**config.mk**
```make
export PLATFORM = sky130hd
export DESIGN_NAME = bg_objects_ctrl
export DESIGN_NICKNAME = d
export VERILOG_FILES = /design/src/rtl/bg_objects_ctrl.sv
export SDC_FILE = /design/constraint.sdc
export NUM_CORES = 1
export LEC_CHECK = 0
export CAP_MARGIN = 10
export CORE_UTILIZATION = 56
export CTS_CLUSTER_DIAMETER = 60
export CTS_CLUSTER_SIZE = 20
export DETAILED_ROUTE_END_ITERATION = 6
export GPL_ROUTABILITY_DRIVEN = 0
export PLACE_DENSITY = 0.8
export SYNTH_ARGS = -nofsm -noshare
export SYNTH_HDL_FRONTEND = slang
export SYNTH_SLANG_ARGS = --single-unit
```
**constraint.sdc**
```tcl
create_clock -name clk -period 2.8 [get_ports clk]
set_clock_uncertainty 0.05 [all_clocks]
set_input_delay 0.56 -clock clk [delete_from_list [all_inputs] [get_ports clk]]
set_output_delay 0.56 -clock clk [all_outputs]
set_load 0.005 [all_outputs]
```
**src/rtl/bg_objects_ctrl.sv**
```systemverilog
// bg_objects_ctrl: background cloud scheduler.
// Each frame tick the controller scrolls the active clouds left, retires any
// that reach the left edge, and spawns a new one when the spawn counter
// expires. On every pixel it picks the lowest-index cloud covering that pixel
// and drives the shared 8x8 sprite ROM address (sprite scaled x4 to 32x32).
//
// Optional build macro: BG_RANDOM_SPAWN_EN
//   When defined, the LFSR randomises the spawn interval and the spawn y.
//   When undefined, clouds spawn every SPAWN_PERIOD frames at y = Y_TOP.
//
// state | meaning
// IDLE  | wait for an unhalted frame tick
// MOVE  | scroll/retire active slots, step the LFSR
// SPAWN | count down, or load the lowest free slot when the count is zero
module bg_objects_ctrl #(
  parameter int NUM_CLOUDS   = 2,
  parameter int SCREEN_W     = 640,
  parameter int Y_TOP        = 40,
  parameter int SCROLL_SPEED = 2,
  parameter int SPAWN_PERIOD = 64,
  parameter int SPAWN_MIN    = 24
) (
  input  logic                  clk,
  input  logic                  rst_n,
  input  logic [9:0]            i_hpos,
  input  logic [9:0]            i_vpos,
  input  logic                  i_frame_tick,
  input  logic                  i_halt,
  input  logic                  i_restart,
  output logic [5:0]            o_rom_counter,
  output logic                  o_bg_hit,
  output logic [NUM_CLOUDS-1:0] o_active
);

  typedef enum logic [1:0] {
    IDLE  = 2'd0,
    MOVE  = 2'd1,
    SPAWN = 2'd2
  } state_t;

  state_t state, state_nxt;

  logic [9:0]            slot_x [NUM_CLOUDS];
  logic [9:0]            slot_y [NUM_CLOUDS];
  logic [NUM_CLOUDS-1:0] slot_act;
  logic [NUM_CLOUDS-1:0] spawn_sel;
  logic                  slot_free;

  logic [7:0] spawn_cnt;
  logic [7:0] lfsr;
  logic [7:0] lfsr_nxt;
  logic [7:0] reload_val;
  logic [9:0] spawn_y;

  logic [9:0]            dx [NUM_CLOUDS];
  logic [9:0]            dy [NUM_CLOUDS];
  logic [NUM_CLOUDS-1:0] slot_hit;
  logic                  pix_hit;
  logic [5:0]            pix_addr;

  // Catch parameter sets the fixed-width counters and address cannot hold.
  if (NUM_CLOUDS < 1 || NUM_CLOUDS > 4 || SPAWN_MIN > 224 || SPAWN_PERIOD > 255) begin : g_bad_param
    $error("bg_objects_ctrl: parameter out of range");
  end

  // Fibonacci LFSR, taps 8,6,5,4, shifting left.
  assign lfsr_nxt = {lfsr[6:0], lfsr[7] ^ lfsr[5] ^ lfsr[4] ^ lfsr[3]};

`ifdef BG_RANDOM_SPAWN_EN
  assign reload_val = 8'(SPAWN_MIN) + {3'b000, lfsr[4:0]};
  assign spawn_y    = 10'(Y_TOP) + {4'b0000, lfsr[7:5], 3'b000};
`else
  assign reload_val = 8'(SPAWN_PERIOD);
  assign spawn_y    = 10'(Y_TOP);
`endif

  assign o_active = slot_act;

  // FSM state register.
  always_ff @(posedge clk or negedge rst_n) begin
    if (!rst_n) state <= IDLE;
    else        state <= state_nxt;
  end

  // FSM next state; restart always forces IDLE so a coincident tick is lost.
  always_comb begin
    state_nxt = state;
    case (state)
      IDLE:    if (i_frame_tick && !i_halt) state_nxt = MOVE;
      MOVE:    state_nxt = SPAWN;
      SPAWN:   state_nxt = IDLE;
      default: state_nxt = IDLE;
    endcase
    if (i_restart) state_nxt = IDLE;
  end

  // Lowest-index free slot, one-hot.
  always_comb begin
    spawn_sel = '0;
    slot_free = 1'b0;
    for (int i = 0; i < NUM_CLOUDS; i++) begin
      if (!slot_act[i] && !slot_free) begin
        spawn_sel[i] = 1'b1;
        slot_free    = 1'b1;
      end
    end
  end

  // Slot state: scroll/retire in MOVE, load a new cloud in SPAWN.
  always_ff @(posedge clk or negedge rst_n) begin
    if (!rst_n) begin
      slot_act <= '0;
      for (int i = 0; i < NUM_CLOUDS; i++) begin
        slot_x[i] <= '0;
        slot_y[i] <= '0;
      end
    end else if (i_restart) begin
      slot_act <= '0;
    end else if (state == MOVE) begin
      for (int i = 0; i < NUM_CLOUDS; i++) begin
        if (slot_act[i]) begin
          if (slot_x[i] > 10'(SCROLL_SPEED)) slot_x[i] <= slot_x[i] - 10'(SCROLL_SPEED);
          else                               slot_act[i] <= 1'b0;
        end
      end
    end else if (state == SPAWN && spawn_cnt == 8'd0) begin
      for (int i = 0; i < NUM_CLOUDS; i++) begin
        if (spawn_sel[i]) begin
          slot_x[i]   <= 10'(SCREEN_W);
          slot_y[i]   <= spawn_y;
          slot_act[i] <= 1'b1;
        end
      end
    end
  end

  // Spawn counter and LFSR; a full pool leaves the counter parked at zero.
  always_ff @(posedge clk or negedge rst_n) begin
    if (!rst_n) begin
      spawn_cnt <= 8'(SPAWN_PERIOD);
      lfsr      <= 8'hA5;
    end else if (i_restart) begin
      spawn_cnt <= 8'(SPAWN_PERIOD);
    end else begin
      if (state == MOVE) lfsr <= lfsr_nxt;
      if (state == SPAWN) begin
        if (spawn_cnt != 8'd0) spawn_cnt <= spawn_cnt - 8'd1;
        else if (slot_free)    spawn_cnt <= reload_val;
      end
    end
  end

  // Per-slot hit test and fixed-priority pick (lowest index evaluated last wins).
  always_comb begin
    pix_hit  = 1'b0;
    pix_addr = o_rom_counter;
    for (int i = 0; i < NUM_CLOUDS; i++) begin
      dx[i]       = i_hpos - slot_x[i];
      dy[i]       = i_vpos - slot_y[i];
      slot_hit[i] = slot_act[i] && (i_hpos >= slot_x[i]) && (dx[i] < 10'd32)
                    && (i_vpos >= slot_y[i]) && (dy[i] < 10'd32);
    end
    for (int i = NUM_CLOUDS - 1; i >= 0; i--) begin
      if (slot_hit[i]) begin
        pix_hit  = 1'b1;
        pix_addr = {dy[i][4:2], dx[i][4:2]};
      end
    end
  end

  // Registered pixel outputs; the address holds when no cloud is hit.
  always_ff @(posedge clk or negedge rst_n) begin
    if (!rst_n) begin
      o_bg_hit      <= 1'b0;
      o_rom_counter <= 6'd0;
    end else begin
      o_bg_hit      <= pix_hit;
      o_rom_counter <= pix_addr;
    end
  end

endmodule

```
# ---- Word-level counts from Yosys, hierarchy flattened
# Index checks and enable logic that the tools add are counted.
dict set report op_classes {
  n_lt_le_gt_ge 10
  reduce_logical 29
  addsub 7
  mux 30
  n_bitwise 3
  eq_ne 8
}
# operator n
set ops {}
lappend ops {{10-bit 2-to-1 mux} 6}
lappend ops {{10-bit by 6-bit less-than comparator with 1-bit output (second input constant)} 4}
lappend ops {{20-bit 2-to-1 mux} 2}
lappend ops {{8-bit 2-to-1 mux} 4}
lappend ops {{10-bit >= comparator} 2}
lappend ops {{10-bit by 6-bit >= comparator with 1-bit output} 2}
lappend ops {{10-bit by 2-bit greater-than comparator with 1-bit output (second input constant)} 2}
lappend ops {{10-bit subtractor} 2}
lappend ops {{10-bit by 2-bit subtractor with 10-bit output (second input constant)} 2}
lappend ops {{10-bit by 6-bit subtractor with 10-bit output} 2}
lappend ops {{6-bit 2-to-1 mux} 2}
lappend ops {{1-bit logical AND} 11}
lappend ops {{1-bit 2-to-1 mux} 10}
lappend ops {{2-bit 2-to-1 mux} 5}
lappend ops {{5-bit AND reduction} 2}
lappend ops {{3-bit nonzero test} 3}
lappend ops {{8-bit logical NOT} 1}
lappend ops {{4-bit AND reduction} 2}
lappend ops {{2-bit nonzero test} 4}
lappend ops {{8-bit nonzero test} 1}
lappend ops {{8-bit by 1-bit subtractor with 8-bit output (second input constant)} 1}
lappend ops {{2-bit by 1-bit inequality test with 1-bit output (second input constant)} 3}
lappend ops {{2-bit inequality test (second input constant)} 2}
lappend ops {{2-bit one-hot mux with 2 select lines} 1}
lappend ops {{other kinds (7)} 11}
dict set report totals {
  out_inout_bits 9
  reg_bits 41
  input_bits 25
}

# ---- Logic depth before layout (Yosys ltp)
dict set report logic_depth {
  word_depth 7
  depth_mapped 11
}

# ---- Least setup slack after synthesis
# No wires, ideal clock.
dict set report synth_timing {
  path_kind {input port to flip-flop}
  from {in i_hpos[3]}
  to {reg o_rom_counter[2]}
  n_path_buf 0
  required_ns 2.668
  path_stages 8
  t_arrival_ns 2.577
  setup_slack_ns 0.091
  setup_time_ns 0.082
  path_cell_list {ha_1 > a21oi_2 > a21boi_1 > or3_1 > a2111oi_4 > o211ai_4 > or3_1 > a31oi_1}
}
dict set report synth_between {
  elab_chain_cells 6
  word_cells_on_any_way 17
  cone_classes {add/sub: 2; order compare: 4; mux: 2; reduce/logical: 9}
}
# element line_no
set synth_lines {}
lappend synth_lines {{start: declaration} 25} ;# input logic [9:0] i_hpos,
lappend synth_lines {{10-bit subtractor / 10-bit >= comparator (equally long branches)} {158, 160}}
lappend synth_lines {{10-bit by 6-bit less-than comparator with 1-bit output / 1-bit logical AND (equally long branches)} 160} ;# slot_hit[i] = slot_act[i] && (i_hpos >= slot_x[i]) && (dx[i] < 10'd32)
lappend synth_lines {{1-bit logical AND} 160}
lappend synth_lines {{1-bit logical AND (2 in a row)} 161} ;# && (i_vpos >= slot_y[i]) && (dy[i] < 10'd32);
lappend synth_lines {{6-bit 2-to-1 mux / 2-bit nonzero test (equally long branches)} -}
lappend synth_lines {{end signal: assignment} 178} ;# o_rom_counter <= pix_addr;
lappend synth_lines {{end: declaration} 30} ;# output logic [5:0] o_rom_counter,
# Parallel ways exist; a longest one is shown, timed or not. The select of a mux whose other input is x is not followed.
# A chain may end at the register's enable or synchronous reset.

# ---- Worst setup path in the final report
dict set report layout_timing {
  from {in i_hpos[5]}
  to {reg o_rom_counter[2]}
}
# The elaborated chain is that of the path after synthesis.

==> results.py <==
metrics = {
    "route": {
        "firstDrtPassIters": 4,
        "wire_per_inst_um": 15.2,
        "vias_per_cell": 5.69,
        "vias": 2629,
        "finalWirelength_um": 7000,
        "drc": 0,
        "ant_nets": 0,
        "drtIter0Drc": 155,
    },
    "grt": {
        "antenna_found_initial": 0,
        "grt_pass1_wl_um": 11200,
        "overflow": 0,
        "first_global_vias": 2558,
        "grt_max_degree": 40,
        "grt_util_all_layers_pct": 27.7,
    },
    "floorplanning": {
        "rows": 25,
        "fp.dieArea_um2": 5340,
        "start_util_pct": 59.1,
        "io_pins": 34,
        "dieHeight_um": 73.1,
        "coreArea_um2": 4790,
        "die_w_um": 73.1,
    },
    "sta": {
        "hold_viol": 0,
        "setup_viol": 0,
        "period_needed_ps": 2770,
        "period_share_pct": 99.0,
        "tightest_slew_ps": 890,
        "max_freq_mhz": 361,
        "fin_tns_setup_ps": 0,
        "hold_ws_ps": 335,
        "relSlewSlack_pct": 40.7,
        "slew_violations": 0,
        "fin_ws_ps": 27.6,
    },
    "setup_path": {
        "worstPathRequired_ps": 2960,
        "crit_arrival_ps": 2930,
        "crit_fanout": 6,
        "crit_type": "primary input to flip-flop",
        "worstSetupEndpointType": "flip-flop",
        "startpoint_type": "primary input",
        "timing.rr.start": "slot_x[3]$_DFFE_PN0P_",
        "r2r_end": "o_rom_counter[2]$_DFFE_PN0P_",
        "reg2reg_depth": 9,
        "regToRegSetupSlack_ps": 80,
    },
    "synthesis": {
        "synth-async-reset-ratio_pct": 100,
        "ys_ff_latch": 39,
        "yosysMostFrequentCell": "dfrtp_1",
        "synth_cells": 326,
        "avgSynthCellArea_um2": 8.67,
        "yosys_most_used_dff": "dfrtp_1",
        "synth_common_cells": "38 x dfrtp_1, 32 x nor2_1, 30 x inv_1, 28 x ha_1, 22 x nand2_1",
        "synth_edf_count": 0,
        "syn_nets": 379,
        "syn_area_um2": 2830,
        "yosysSeqAreaShare_pct": 34.6,
        "synth_warnings": 0,
        "synth_cell_types": 49,
        "yosysTopAreaCell": "dfrtp_1",
        "synth_top_area_share_pct": 33.6,
        "ys_top_cells_by_area": "dfrtp_1 34%, ha_1 12%, xnor2_1 4.6%, nor2_1 4.2%, inv_1 4.0%",
    },
    "clock_network": {
        "ctsHoldBuffers": 0,
        "root_buffer": "clkbuf_8",
        "numCtsBuffers": 5,
        "cts_max_path_buffers": 2,
        "clock_sinks": 39,
        "cts.htree.levels": 2,
        "post_cts_buffers": 0,
        "cts_tree": "built",
        "clk_latency_ps": 290,
        "clk_pin_slew_ps": 80,
    },
    "placed_design": {
        "dpl.hpwl_um": 5180,
        "dpl-instance-area_um2": 3460,
        "dp.cells": 454,
        "post-place-ws_ps": -502,
        "io_buffers": 30,
    },
    "cells_and_area": {
        "nFillCells": 328,
        "layout-drive-gt1-share_pct": 16.7,
        "layout.cells.non_filler": 462,
        "seq_area_um2": 977,
        "fin_util_pct": 77.1,
        "areaGrowthSynthToFinish_pct": 30.5,
        "multi_input_area_um2": 1820,
        "nets": 447,
        "finalInstanceArea_um2": 3690,
        "antenna_cells": 0,
    },
    "power": {
        "p_per_area_nw_per_um2": 517,
        "ir_worst_vdd_uv": 528,
        "total_power_mw": 1.91,
        "p_leak_nw": 1.67,
    },
    "status": {
        "status": "complete, no violations",
    },
    "min_path": {
        "hold_class": "primary input to async pin",
    },
    "run": {
        "max_cap_violations": 0,
    },
}
==> cells in the final DEF, fill, tap and decap left out, drive strengths merged, types with 2 or more instances in the layout <==
master / n
o21a: 2
ha: 28
o31a: 2
inv: 30
and3: 4
mux2: 3
nor2b: 6
o21ai: 23
or3: 12
clkbuf: 6
nand2: 22
xnor2: 15
mux2i: 3
a21oi: 21
o22ai: 3
bufinv: 2
and2: 2
a21o: 2
o211a: 2
nor2: 32
or4: 3
a21boi: 2
nand3: 7
dfrtp: 38
o31ai: 2
nor4: 9
clkdlybuf4s50: 25
xor2: 5
nor3: 11
dlygate4sd2: 3
nand2b: 11
a31oi: 4
o211ai: 3
buf: 37
or2: 2
==> state kept, by name, summed over array words and instances, names as in the netlist <==
signal	count
o_active	2
o_bg_hit	1
o_rom_counter	6
slot_x	18
slot_y	2
spawn_cnt	8
state	2
==> power breakdown <==
group	switching, mW	internal (mW)	leakage (nW)
clock	0.202	0.356	0.0654
combinational	0.323	0.313	1.10
sequential	0.0766	0.639	0.501
==> area by class of cell <==
class / count / share of cell area [%]
clock buffer: 6 / 1.97
sequential: 39 / 26.5
timing repair buffer: 66 / 15.4
tap: 67 / 2.27
clock inverter: 2 / 1.63
inverter: 30 / 3.05
multi-input combinational: 252 / 49.2
==> cells by family after synthesis <==
group	count (synthesis)	share of synthesized area (%)
flip-flops	39	34.6
adder cells (fa/ha/maj)	28	12.4
AO/OA/AOI/OAI	73	17.3
buffers and inverters	35	4.65
multiplexers	6	2.26
XOR/XNOR	20	6.19
AND/OR/NAND/NOR	125	22.7
==> critical path, cell delays in order <==
cell	delay, ps
clkdlybuf4s50_1	570
ha_4	250
or3_4	400
a2111oi_4	400
o211ai_4	160
or3_1	380
a31oi_1	210
==> routing by layer <==
metal  wire (µm)  part of all wire (%)  track usage [%]  up-vias
li1            -                     -                -     1297
met1        3060                    44             33.1     1263
met2        3570                    51             50.3       57
met3         254                   3.6             5.11       12
met4         117                   1.7             8.50        0
met5           0                     0                0        -
==> timing repair <==
| item | in CTS | in global routing |
|---|---|---|
| gates resized for setup | 11 | 8 |
| endpoints found under the setup margin | 6 | 8 |
| pin swaps | 6 | 5 |
| cloned | 0 | 0 |
==> how the worst max path moves through the flow <==
stage                               start                           end  slack (ps)  cells past startpoint
CTS                             i_hpos[4]  o_rom_counter[2]$_DFFE_PN0P_          30                      8
detailed placement              i_hpos[1]  o_rom_counter[2]$_DFFE_PN0P_        -500                      9
global placement                i_hpos[3]  o_rom_counter[2]$_DFFE_PN0P_        -390                      9
floorplan                       i_hpos[3]  o_rom_counter[2]$_DFFE_PN0P_          90                      8
finish                          i_hpos[5]  o_rom_counter[2]$_DFFE_PN0P_          30                      7
global route        slot_x[3]$_DFFE_PN0P_  o_rom_counter[2]$_DFFE_PN0P_         -10                      9
Power figures use the tool's default switching activity.
